File: src/rtl/lsu_pkg.sv
// Shared types and constants for the load/store unit.
// Covers funct3 encodings, the FSM state type and the internal fault causes.
package lsu_pkg;

    localparam logic [2:0] LB  = 3'd0;
    localparam logic [2:0] LH  = 3'd1;
    localparam logic [2:0] LW  = 3'd2;
    localparam logic [2:0] LBU = 3'd4;
    localparam logic [2:0] LHU = 3'd5;
    localparam logic [2:0] SB  = 3'd0;
    localparam logic [2:0] SH  = 3'd1;
    localparam logic [2:0] SW  = 3'd2;

    typedef enum logic [1:0] {
        IDLE,
        ACCESS,
        RESP
    } lsu_state_t;

    typedef enum logic [2:0] {
        FAULT_NONE,
        FAULT_FUNCT3,
        FAULT_MISALIGN,
        FAULT_RANGE,
        FAULT_READONLY
    } fault_cause_t;

endpackage

File: src/rtl/load_align.sv
// Sub-word load extraction: picks the byte/half lane from a memory word
// and sign- or zero-extends it according to the load funct3.
module load_align
    import lsu_pkg::*;
(
    input  logic [31:0] word,
    input  logic [1:0]  lane,
    input  logic [2:0]  funct3,
    output logic [31:0] data
);

    logic [7:0]  byte_val;
    logic [15:0] half_val;

    always_comb begin
        byte_val = word[{lane, 3'b000} +: 8];
        half_val = lane[1] ? word[31:16] : word[15:0];
        data     = 32'h0;
        case (funct3)
            LB:      data = {{24{byte_val[7]}}, byte_val};
            LH:      data = {{16{half_val[15]}}, half_val};
            LW:      data = word;
            LBU:     data = {24'h0, byte_val};
            LHU:     data = {16'h0, half_val};
            default: data = 32'h0;
        endcase
    end

endmodule

File: src/rtl/load_store_unit.sv
// Memory-access stage: accepts one load/store from EX, does sub-word stores as
// read-modify-write of a whole word, and hands extended load data to WB.
module load_store_unit
    import lsu_pkg::*;
#(
    parameter int DEPTH_WORDS = 1024,
    parameter int RO_WORDS    = 32
) (
    input  logic        clk,
    input  logic        rst,
    input  logic        flush,
    input  logic        req_valid,
    output logic        req_ready,
    input  logic        req_is_store,
    input  logic [2:0]  req_funct3,
    input  logic [31:0] req_addr,
    input  logic [31:0] req_wdata,
    input  logic [4:0]  req_rd,
    output logic        resp_valid,
    input  logic        resp_ready,
    output logic [31:0] resp_rdata,
    output logic [4:0]  resp_rd,
    output logic        resp_is_load,
    output logic        resp_fault,
    output logic [31:0] mem_address,
    output logic [31:0] mem_write_data,
    output logic        mem_write_enable,
    output logic [3:0]  mem_write_mask,
    input  logic [31:0] mem_read_data
);

    localparam logic [29:0] DEPTH_IDX = 30'(DEPTH_WORDS);
    localparam logic [29:0] RO_IDX    = 30'(RO_WORDS);

    lsu_state_t   state_q, state_d;
    fault_cause_t cause;

    logic        is_load_q;
    logic [2:0]  funct3_q;
    logic [31:0] addr_q;
    logic [31:0] wdata_q;
    logic [4:0]  rd_q;
    logic [31:0] rdata_q;
    logic        fault_q;

    logic        kill;
    logic        fire;
    logic        misaligned;
    logic        illegal;
    logic        write_en;
    logic [29:0] word_idx;
    logic [31:0] merged;
    logic [31:0] load_data;

    // Reset mid-operation is treated exactly like a flush.
    assign kill      = flush | rst;
    assign req_ready = ~kill & ((state_q == IDLE) | ((state_q == RESP) & resp_ready));
    assign fire      = req_valid & req_ready;
    assign word_idx  = addr_q[31:2];

    always_comb begin
        misaligned = 1'b0;
        illegal    = 1'b0;
        case (funct3_q)
            LB: ;
            LH: misaligned = addr_q[0];
            LW: misaligned = |addr_q[1:0];
            LBU: illegal = ~is_load_q;
            LHU: begin
                illegal    = ~is_load_q;
                misaligned = addr_q[0];
            end
            default: illegal = 1'b1;
        endcase
        cause = FAULT_NONE;
        if (illegal)                                  cause = FAULT_FUNCT3;
        else if (misaligned)                          cause = FAULT_MISALIGN;
        else if (word_idx >= DEPTH_IDX)               cause = FAULT_RANGE;
        else if (~is_load_q && (word_idx < RO_IDX))   cause = FAULT_READONLY;
    end

    // The memory only writes whole words, so sub-word stores merge into the read word.
    always_comb begin
        merged = mem_read_data;
        case (funct3_q)
            SB:      merged[{addr_q[1:0], 3'b000} +: 8] = wdata_q[7:0];
            SH:      merged[{addr_q[1], 4'b0000} +: 16] = wdata_q[15:0];
            default: merged = wdata_q;
        endcase
    end

    load_align u_load_align (
        .word   (mem_read_data),
        .lane   (addr_q[1:0]),
        .funct3 (funct3_q),
        .data   (load_data)
    );

    assign write_en         = (state_q == ACCESS) & ~is_load_q & (cause == FAULT_NONE) & ~kill;
    assign mem_address      = {2'b00, addr_q[31:2]};
    assign mem_write_enable = write_en;
    assign mem_write_data   = write_en ? merged : 32'h0;
    assign mem_write_mask   = write_en ? 4'hF : 4'h0;

    assign resp_valid   = (state_q == RESP) & ~kill;
    assign resp_rdata   = rdata_q;
    assign resp_rd      = rd_q;
    assign resp_is_load = is_load_q;
    assign resp_fault   = fault_q;

    always_comb begin
        state_d = state_q;
        case (state_q)
            IDLE:    if (fire) state_d = ACCESS;
            ACCESS:  state_d = RESP;
            RESP:    if (resp_ready) state_d = fire ? ACCESS : IDLE;
            default: state_d = IDLE;
        endcase
        if (kill) state_d = IDLE;
    end

    always_ff @(posedge clk) begin
        if (rst) begin
            state_q   <= IDLE;
            is_load_q <= 1'b0;
            funct3_q  <= 3'd0;
            addr_q    <= 32'h0;
            wdata_q   <= 32'h0;
            rd_q      <= 5'd0;
            rdata_q   <= 32'h0;
            fault_q   <= 1'b0;
        end else begin
            state_q <= state_d;
            if (fire) begin
                is_load_q <= ~req_is_store;
                funct3_q  <= req_funct3;
                addr_q    <= req_addr;
                wdata_q   <= req_wdata;
                rd_q      <= req_rd;
            end
            if ((state_q == ACCESS) && !flush) begin
                fault_q <= (cause != FAULT_NONE);
                rdata_q <= (is_load_q && (cause == FAULT_NONE)) ? load_data : 32'h0;
            end
        end
    end

    a_write_only_clean_access: assert property (@(posedge clk) disable iff (rst)
        mem_write_enable |-> ((state_q == ACCESS) && (cause == FAULT_NONE)));

endmodule

File: config.mk
export PLATFORM = sky130hd
export DESIGN_NAME = load_store_unit
export DESIGN_NICKNAME = d
export VERILOG_FILES = /design/src/rtl/lsu_pkg.sv /design/src/rtl/load_align.sv /design/src/rtl/load_store_unit.sv
export SDC_FILE = /design/constraint.sdc
export NUM_CORES = 1
export LEC_CHECK = 0
export ABC_AREA = 0
export CORE_UTILIZATION = 48
export CTS_CLUSTER_SIZE = 10
export DETAILED_ROUTE_END_ITERATION = 7
export HOLD_SLACK_MARGIN = 0.06
export PLACE_DENSITY = 0.87
export SLEW_MARGIN = 5
export SYNTH_ARGS = -nofsm -noshare
export SYNTH_HDL_FRONTEND = slang
export SYNTH_SLANG_ARGS = --single-unit
File: constraint.sdc
create_clock -name clk -period 6.2 [get_ports clk]
set_input_delay 1.86 -clock clk [delete_from_list [all_inputs] [get_ports clk]]
set_output_delay 1.86 -clock clk [all_outputs]
set_load 0.05 [all_outputs]
Yosys cells after proc, flatten, opt, wreduce, memory -nomap -nowiden --
Cells that the tools add are included.
Cells by class: add/subtract/negate cells 2, $mul 0, div/mod/pow operators 0, $lt $le $gt $ge 2, equal/unequal tests 8, shift-type cells 5, muxes and demuxes 18, bitwise logic cells 12, reduce and logical (&&, ||, !) cells 14
Operators with widths (number):
- case mux 32 bit (5 select lines) | 1
- bitwise mux 32 bit | 2
- two-way mux 32 bit | 2
- case mux 32 bit (2 select lines) | 1
- variable shift 16 x 7 -> 32 bit, first input constant | 1
- variable shift 8 x 7 -> 32 bit, first input constant | 1
- variable part select 16 x 7 -> 32 bit | 1
- variable part select 32 x 6 -> 8 bit | 1
- variable part select 8 x 7 -> 32 bit | 1
- greater-or-equal comparator 30 x 11 -> 1 bit, second input constant | 1
- less-than comparator 30 x 6 -> 1 bit, second input constant | 1
- two-way mux 16 bit | 1
- negator 5 -> 7 bit | 2
- two-way mux 3 bit | 4
- OR reduction 2 bit | 4
- AND 1 bit | 7
- == test 3 bit, second input constant | 2
- zero test 3 bit | 2
- case mux 2 bit (3 select lines) | 1
- two-way mux 2 bit | 2
- two-way mux 4 bit | 1
- != test 2 bit, second input constant | 2
- case mux 1 bit (2 select lines) | 2
- == test 3 x 1 -> 1 bit, second input constant | 1
- 12 further kinds | 17
Storage, ports and cells: bits in registers 108, latch bits 0, memory bits (writable) 0, ROM bits 0, input bits 110, output and inout bits 110, logic and storage cells 69, memories kept 0

Depth between registers and ports, before layout --
Gate-level depths: netlist of run 1.
word-level depth 10, mapped depth 9, depth with buffers taken out 6

Modules after synthesis --
Synthesis of run 1 repeated with hierarchy kept, for this count alone.
Unflattened totals: cell total of the unflattened synthesis 725, area, all modules 5903.2 um^2
Modules (own cells, without submodules):
- load_store_unit | instances 1, cells each 617, area each 5141.2 um^2, seq. area each 2162.1 um^2
- load_align | instances 1, cells each 108, area each 762.0 um^2, seq. area each 0.0 um^2

Worst setup path before layout of run 1 --
No wires, ideal clock.
path type in2out, start in flush, end out mem_write_data[28], data arrival time 3.572 ns, data required time 4.340 ns, setup slack 0.768 ns, cell stages on the path 5, buffers on the path 1, cell sequence nor3b_2 and4_2 nand4_1 buf_2 a31oi_1
Between the ends: cells in the longest elaborated chain, start to end 4
Ends and longest elaborated chain:
- start, declared | line load_store_unit.sv:11 | input logic flush,
- OR 1 bit | line load_store_unit.sv:56 | assign kill = flush | rst;
- inverter 1 bit | line load_store_unit.sv:99 | assign write_en = (state_q == ACCESS) & ~is_load_q & (cause == FAULT_NONE) & ~kill;
- AND 1 bit | line load_store_unit.sv:99
- two-way mux 32 bit | line load_store_unit.sv:102 | assign mem_write_data = write_en ? merged : 32'h0;
- end, declared | line load_store_unit.sv:26 | output logic [31:0] mem_write_data,
No other way between the ends.

Worst setup path after layout of run 1 --
start in flush, end out mem_write_enable
Between the ends: cells in the longest elaborated chain, start to end 3
Ends and longest elaborated chain:
- OR 1 bit | line load_store_unit.sv:56
- inverter 1 bit | line load_store_unit.sv:99
- AND 1 bit | line load_store_unit.sv:99
- end, declared | line load_store_unit.sv:27 | output logic mem_write_enable,
No other way between the ends.

==> summary.txt, run 1 <==
Status
  – Status: finished clean

Place
  – Area after DPL: 0.00791 mm^2
  – Global placement routability congestion: 0.933
  – Dpl ws: between 0.4 and 0.5 ns
  – IO buf count: 217
  – DP HPWL: 13700 um

Floorplan
  – Die W: ~110 um
  – Placeable Area: approximately 0.011 mm^2
  – I/O pin count: 220
  – Num rows: 39
  – Die height: 110 um
  – Initial Utilization: 49.4%
  – DIE AREA: 0.0122 mm^2

Yosys
  – Post-synthesis mux area share: 2.71%
  – Top cells by area, synth: dfxtp_1, nand2_1, a21oi_1
  – Post-synthesis adder-cell area fraction: 1.11%
  – Synth Area in Compound Gates: around a quarter
  – Synth Area in XOR/XNOR: 0%
  – Synth Area in Simple Gates: 24.0%
  – YS warnings: 0
  – Share of synthesized flip-flops with an asynchronous set or reset: 0%
  – EDFF count, synth: 0
  – Main combinational cell family by area after synthesis: simple AND/OR/NAND/NOR gates
  – Cell taking the most area after synthesis: dfxtp_1
  – Synth top area share: 38.3%
  – Synthesized area per cell: slightly below 8 um^2
  – Flops & latches, synth: 108
  – Sequential fraction of the synthesis area: 38.3%
  – Synthesized area: around 0.0056 mm^2
  – Gate Count Post-Synth: 727
  – Primary FF master, synth: dfxtp_1
  – Unique masters post-synth: 59

Clocking
  – # clock sinks: 108
  – Post-CTS Setup Repair Bufs: 0
  – CTS H-tree lvls: 3
  – CTS resizes: 0
  – Clk_lat worst skew: 0.35 ns
  – Clock buffer count from CTS: 9
  – Cts hold-fix bufs: 0
  – CTS Root Cell: clkbuf_16
  – Clock Path Buffers: 2
  – CTS tree: yes
  – Clock Pin Slew Worst Setup and Hold Paths: ~0.08 ns

Worst setup path
  – Worst EP required: 4.34 ns
  – Worst Setup Start Kind: input port
  – End of the worst register-to-register path: resp_rdata[10]$_SDFFE_PP0P_
  – CP Max Fanout: 33
  – Cells on worst reg2reg path: 6
  – Worst path arrival time: 3.90 ns
  – Crit Path Class: in2out
  – Slowest stage cell, crit path: clkdlybuf4s50_1
  – Crit path capture type: output port
  – Critical R2R Launch: addr_q[1]$_SDFFE_PP0P_
  – Reg2Reg Setup Slack: 3.44 ns
  – Crit-path cells: clkdlybuf4s50_1 -> nor3b_2 -> and4_2 -> nand4_1 -> buf_4 -> inv_1 -> buf_12
  – Critical Path Max Stage Delay: between 0.4 and 0.5 ns

Route
  – Drt first pass iters: 6
  – Post-Route WL: 18400 um
  – Via density: 5.74
  – Final ANT Viol Nets: 0
  – Vias: 5883
  – DR DRC count: 0
  – WL per Instance: 18.0 um
  – Iter 0 DRT Violations: 590

Timing
  – Slew of the pin with the lowest slew margin: 1.14 ns
  – RSZ-0062 raised after global routing: no
  – Setup ws final: 0.435 ns
  – Setup violations, final: 0
  – Max-slew violation count: 0
  – Hold Fails Final Rpt: 0
  – Slew headroom: 23.8%
  – Final hold slack: ~0.45 ns
  – Fin crit period: 5.76 ns
  – Final period util: 93.0%
  – Setup TNS: 0 ns
  – Clk_skew: 0.00843 ns
  – Fmax: 0.173 GHz

Pwr
  – Max VDD drop: 0.196 mV
  – PwrDens: roughly 190 mW/mm^2
  – Leak: 2.89 nW

Worst hold path
  – Hold crit path type: reg2reg
  – Worst hold stages: 2
  – Hold Path End: resp_rdata[20]$_SDFFE_PP0P_
  – Hold Startpoint: resp_rdata[20]$_SDFFE_PP0P_

Final layout
  – Fin area: 0.00821 mm^2
  – Layout cells sized above 1: 10.7%
  – Final core utilization: 71.9%
  – Number of diodes: 0
  – Synthesis-to-finish area growth: 45.5%
  – Layout Nets: a little under 1000

Flow run
  – Max Cap Viol: 0

Global route
  – Gr usage total: between 20% and 30%
  – Vias in the first global route: 5667
  – Gr ovfl total: 0
  – First-pass GRT wire length: slightly below 30000 um
  – Antenna violations before repair: 0
  – Pin count of the biggest net entering global routing: 73
==> cells by family (layout without fill, tap and decap cells) <==
group,Yosys count,in the layout
adder cells (fa/ha/maj),5,5
flip-flops,108,108
buffers and inverters,96,250
AND/OR/NAND/NOR,296,296
AO/OA/AOI/OAI,206,206
other,1,2
multiplexers,15,15
==> per-stage QoR <==
stage          instances  total power, mW
2_1_floorplan        728            0.906
3_3_place_gp        1009             1.03
3_5_place_dp        1009             1.03
4_1_cts             1025             1.59
5_1_grt             1025             1.64
6_report            1025             1.58
==> cell usage after synthesis (all sizes together), types with 2 or more instances <==
master,number
nor2,19
nand2b,7
nor3,4
nand4,4
nor4,9
or2,3
inv,7
a22oi,24
and3,2
a32oi,7
a21oi,84
dfxtp,108
o21a,8
buf,61
and2,2
nand3,9
clkbuf,28
nor2b,11
mux2,2
o21bai,3
nand3b,2
a31oi,16
and4,2
a221oi,8
mux2i,13
ha,5
o21ai,32
a211oi,2
nand2,213
nor3b,5
a41oi,2
a222oi,7
a211o,8
==> registers in the layout, summed over array words and instances, names as in the netlist <==
register,cells
funct3_q,3
wdata_q,32
resp_is_load,1
addr_q,32
resp_rd,5
state_q,2
resp_rdata,32
resp_fault,1
==> layout make-up <==
class / count / area [um^2]
inverters: 7 / 26.3
fillers: 907 / 3210
repair buffers: 227 / 2610
clock inverters: 7 / 73.8
well taps: 143 / 179
multi-input cells: 524 / 2930
clock buffers: 9 / 225
flip-flops and latches: 108 / 2160
==> worst max path at each step <==
stage / start / end / slack (ns) / depth (start not counted)
final: flush / mem_write_enable / 0.44 / 7
after global routing: flush / mem_write_enable / 0.33 / 7
after detailed placement: flush / mem_write_enable / 0.44 / 7
after CTS: flush / mem_write_enable / 0.44 / 7
after global placement: flush / mem_write_mask[1] / 0.48 / 7
after floorplan: flush / mem_write_data[28] / 0.77 / 5
==> power breakdown <==
part	total, mW	leakage [nW]	internal (mW)	switching [mW]
Combinational	0.290	1.87	0.131	0.159
Sequential	0.727	0.875	0.709	0.0176
Clock	0.568	0.143	0.284	0.284
Total	1.58	2.89	1.12	0.461
==> layout by cell type (no fill, tap or decap), types with 9 or more instances in the layout <==
cell type,count
o21ai_1,22
dfxtp_1,108
a21oi_1,83
clkbuf_16,9
mux2i_1,13
a22oi_1,24
nor2b_1,11
nand2_1,213
clkdlybuf4s50_1,179
nor2_1,17
buf_4,10
o21ai_2,9
buf_12,37
a31oi_1,16
==> metal layers <==
layer  up-vias  GRT usage (%)  part of all wire (%)
li1       2796              -                     -
met2       316           48.9                    47
met1      2713           36.4                    39
met3        58           7.90                   9.4
met5         -              0                     0
met4         0           13.6                   4.2
==> worst max-delay path: cells and delay by family <==
family                 cells  cell delay [ns]
buffers and inverters      4             1.32
and+or+nand+nor            3             0.72
Power figures use the tool's default switching activity.
==> run 2: changes to the inputs <==
Settings changed: CORE_UTILIZATION 48 to 30, GPL_ROUTABILITY_DRIVEN from default to 0, PLACE_DENSITY 0.87 to default.
==> run 2 against run 1 <==
Against the previous run:
- first-iteration DRC count shrank 31%
- the run now ends with DRC left
- critical path type unchanged
- highest routed layer unchanged
- wire length grew 11%
- clock power grew 0.9%
- worst setup slack lost 0.0095 ns
==> summary.txt, run 2 (synthesis results as in run 1) <==
Status
  – Status: complete, but fails checks
  – Failing checks: DRC

Place
  – DP HPWL: 15300 um (+12%)
  – IO buf count: 217 (unchanged)
  – Dpl ws: 0.415 ns (-0.0226 ns)

Route
  – Via density: 5.19 (-9.5%)
  – DR DRC count: 12 (+12)
  – Final ANT Viol Nets: 0 (unchanged)
  – Post-Route WL: 20400 um (+11%)
  – Vias: 5769 (-1.9%)
  – WL per Instance: 18.4 um (+2.1%)
  – Iter 0 DRT Violations: 405 (-31%)
  – Drt first pass iters: 8 (+2)

Final layout
  – Layout Nets: 992 (unchanged)
  – Layout cells sized above 1: 10.7% (unchanged)
  – Final core utilization: 45.6% (-26 points)
  – Multi-input logic area: 0.00293 mm^2 (unchanged)
  – Number of diodes: 0 (unchanged)
  – Commonest non-fill, non-tap cell in the layout: nand2_1
  – Filler cell count: 1807 (+99%)
  – Synthesis-to-finish area growth: 47.3%
  – Most frequent cells in the layout: nand2_1, clkdlybuf4s50_1, dfxtp_1
  – Storage element area: 0.00216 mm^2 (unchanged)

Clocking
  – Clock Pin Slew Worst Setup and Hold Paths: 0.08 ns (about the same)
  – CTS tree: yes
  – Clk_lat worst skew: 0.36 ns (about the same)
  – Clock buffer count from CTS: 9 (unchanged)
  – CTS H-tree lvls: 3 (unchanged)
  – Clock Path Buffers: 2 (unchanged)
  – Post-CTS Setup Repair Bufs: 0 (unchanged)
  – # clock sinks: 108 (unchanged)
  – Cts hold-fix bufs: 0 (unchanged)
  – CTS resizes: 0 (unchanged)
  – CTS Root Cell: clkbuf_16

Worst setup path
  – Top delay family on crit path: buffers and inverters
  – Critical Path Max Stage Delay: 0.46 ns (-0.02 ns)
  – Crit-path cells: clkdlybuf4s50_1 -> nor3b_2 -> and4_2 -> nand4_1 -> buf_4 -> inv_1 -> buf_12
  – Worst path arrival time: 3.91 ns (about the same)
  – Worst EP required: 4.34 ns (about the same)
  – CP Max Fanout: 33 (unchanged)
  – Worst Path Buf+Inv: 4 (unchanged)
  – Crit Path Class: in2out
  – Crit path capture type: output port
  – Worst Setup Start Kind: input port
  – Slowest stage cell, crit path: clkdlybuf4s50_1

Pwr
  – Register share of total power: 45.8% (about the same)
  – Sw Share: 29.4% (+0.34 points)
  – Comb power frac: 18.2% (about the same)
  – Leak: 2.89 nW (-0.23%)
  – Int Pwr: 1.12 mW (about the same)
  – Power Total: 1.59 mW (+0.39%)
  – PwrDens: 192 mW/mm^2 (-0.79%)
  – Sw power: 0.468 mW (+1.6%)
  – Clock power share: 36.0% (+0.2 points)
  – Max VDD drop: 0.133 mV (-32%)

Timing
  – Max-slew violation count: 0 (unchanged)
  – Final period util: 93.1% (+0.15 points)
  – Setup TNS: 0 ns (unchanged)
  – Setup violations, final: 0 (unchanged)
  – Setup ws final: 0.426 ns (-0.00951 ns)
  – Fmax: 0.173 GHz (-0.16%)
  – Slew of the pin with the lowest slew margin: 1.07 ns (-0.0707 ns)
  – Hold Fails Final Rpt: 0 (unchanged)
  – Slew headroom: 28.5% (+4.7 points)
  – RSZ-0062 raised after global routing: no
  – Fin crit period: 5.77 ns (+0.00950 ns)
  – Clk_skew: 0.0108 ns (+0.00240 ns)
  – Final hold slack: 0.448 ns (+0.00128 ns)

Global route
  – First-pass GRT wire length: 31300 um (+6.8%)
  – Pin count of the biggest net entering global routing: 73 (unchanged)
  – Gr ovfl total: 0 (unchanged)
  – Antenna violations before repair: 0 (unchanged)
  – Vias in the first global route: 5324 (-6.1%)
  – Gr usage total: 21.0% (-8.8 points)

Worst hold path
  – Hold crit path type: reg2reg

Floorplan
  – Num rows: 49 (+26%)
  – Placeable Area: 0.0182 mm^2 (+59%)
  – DIE AREA: 0.0194 mm^2 (+59%)
  – Die height: 139 um (+26%)
  – I/O pin count: 220 (unchanged)
  – Die W: 139 um (+26%)
  – Initial Utilization: 31.0% (-18 points)

Flow run
  – Max Cap Viol: 0 (unchanged)
run 2: area by class of cell:
type	count	area share, %
timing repair buffer	227	31.4
clock inverter	7	0.768
clock buffer	9	2.71
sequential	108	26.0
multi-input combinational	524	35.3
inverter	7	0.316
tap	229	3.45
run 2: final timing paths:
kind	end	slack, ns	from	cells after the start
setup / recovery	mem_write_mask[0]	0.43	flush	7
hold / removal	resp_rdata[2]$_SDFFE_PP0P_	0.45	resp_rdata[2]$_SDFFE_PP0P_	2
setup reg to reg	resp_rdata[0]$_SDFFE_PP0P_	3.42	addr_q[1]$_SDFFE_PP0P_	6
hold reg to reg	resp_rdata[2]$_SDFFE_PP0P_	0.45	resp_rdata[2]$_SDFFE_PP0P_	2
run 2: worst reg2reg max path, stage by stage, from the launching register on:
cell	delay, ns
dfxtp_1	0.59
inv_1	0.29
ha_1	0.38
or3b_1	0.43
a21oi_2	0.20
nand4_4	0.51
o21ai_1	0.32
run 2: power groups by stage:
stage          Sequential, mW  Combinational, mW  Clock [mW]
3_3_place_gp            0.744              0.289           0
4_1_cts                 0.728              0.290       0.592
3_5_place_dp            0.745              0.289           0
6_report                0.728              0.290       0.573
2_1_floorplan           0.742              0.164           0
5_1_grt                 0.731              0.310       0.618
run 2: per-stage QoR:
step                      cells  instance area (um^2)
after floorplan             728                  5650
after global placement     1095                  8020
after detailed placement   1095                  8020
after CTS                  1111                  8310
after global routing       1111                  8310
final                      1111                  8310
run 2: per-layer routing:
| layer | track usage, % | share of wire, % |
|---|---|---|
| met2 | 32.6 | 45 |
| met5 | 0 | 0 |
| met4 | 8.01 | 2.9 |
| met1 | 28.3 | 45 |
| met3 | 4.80 | 6.9 |
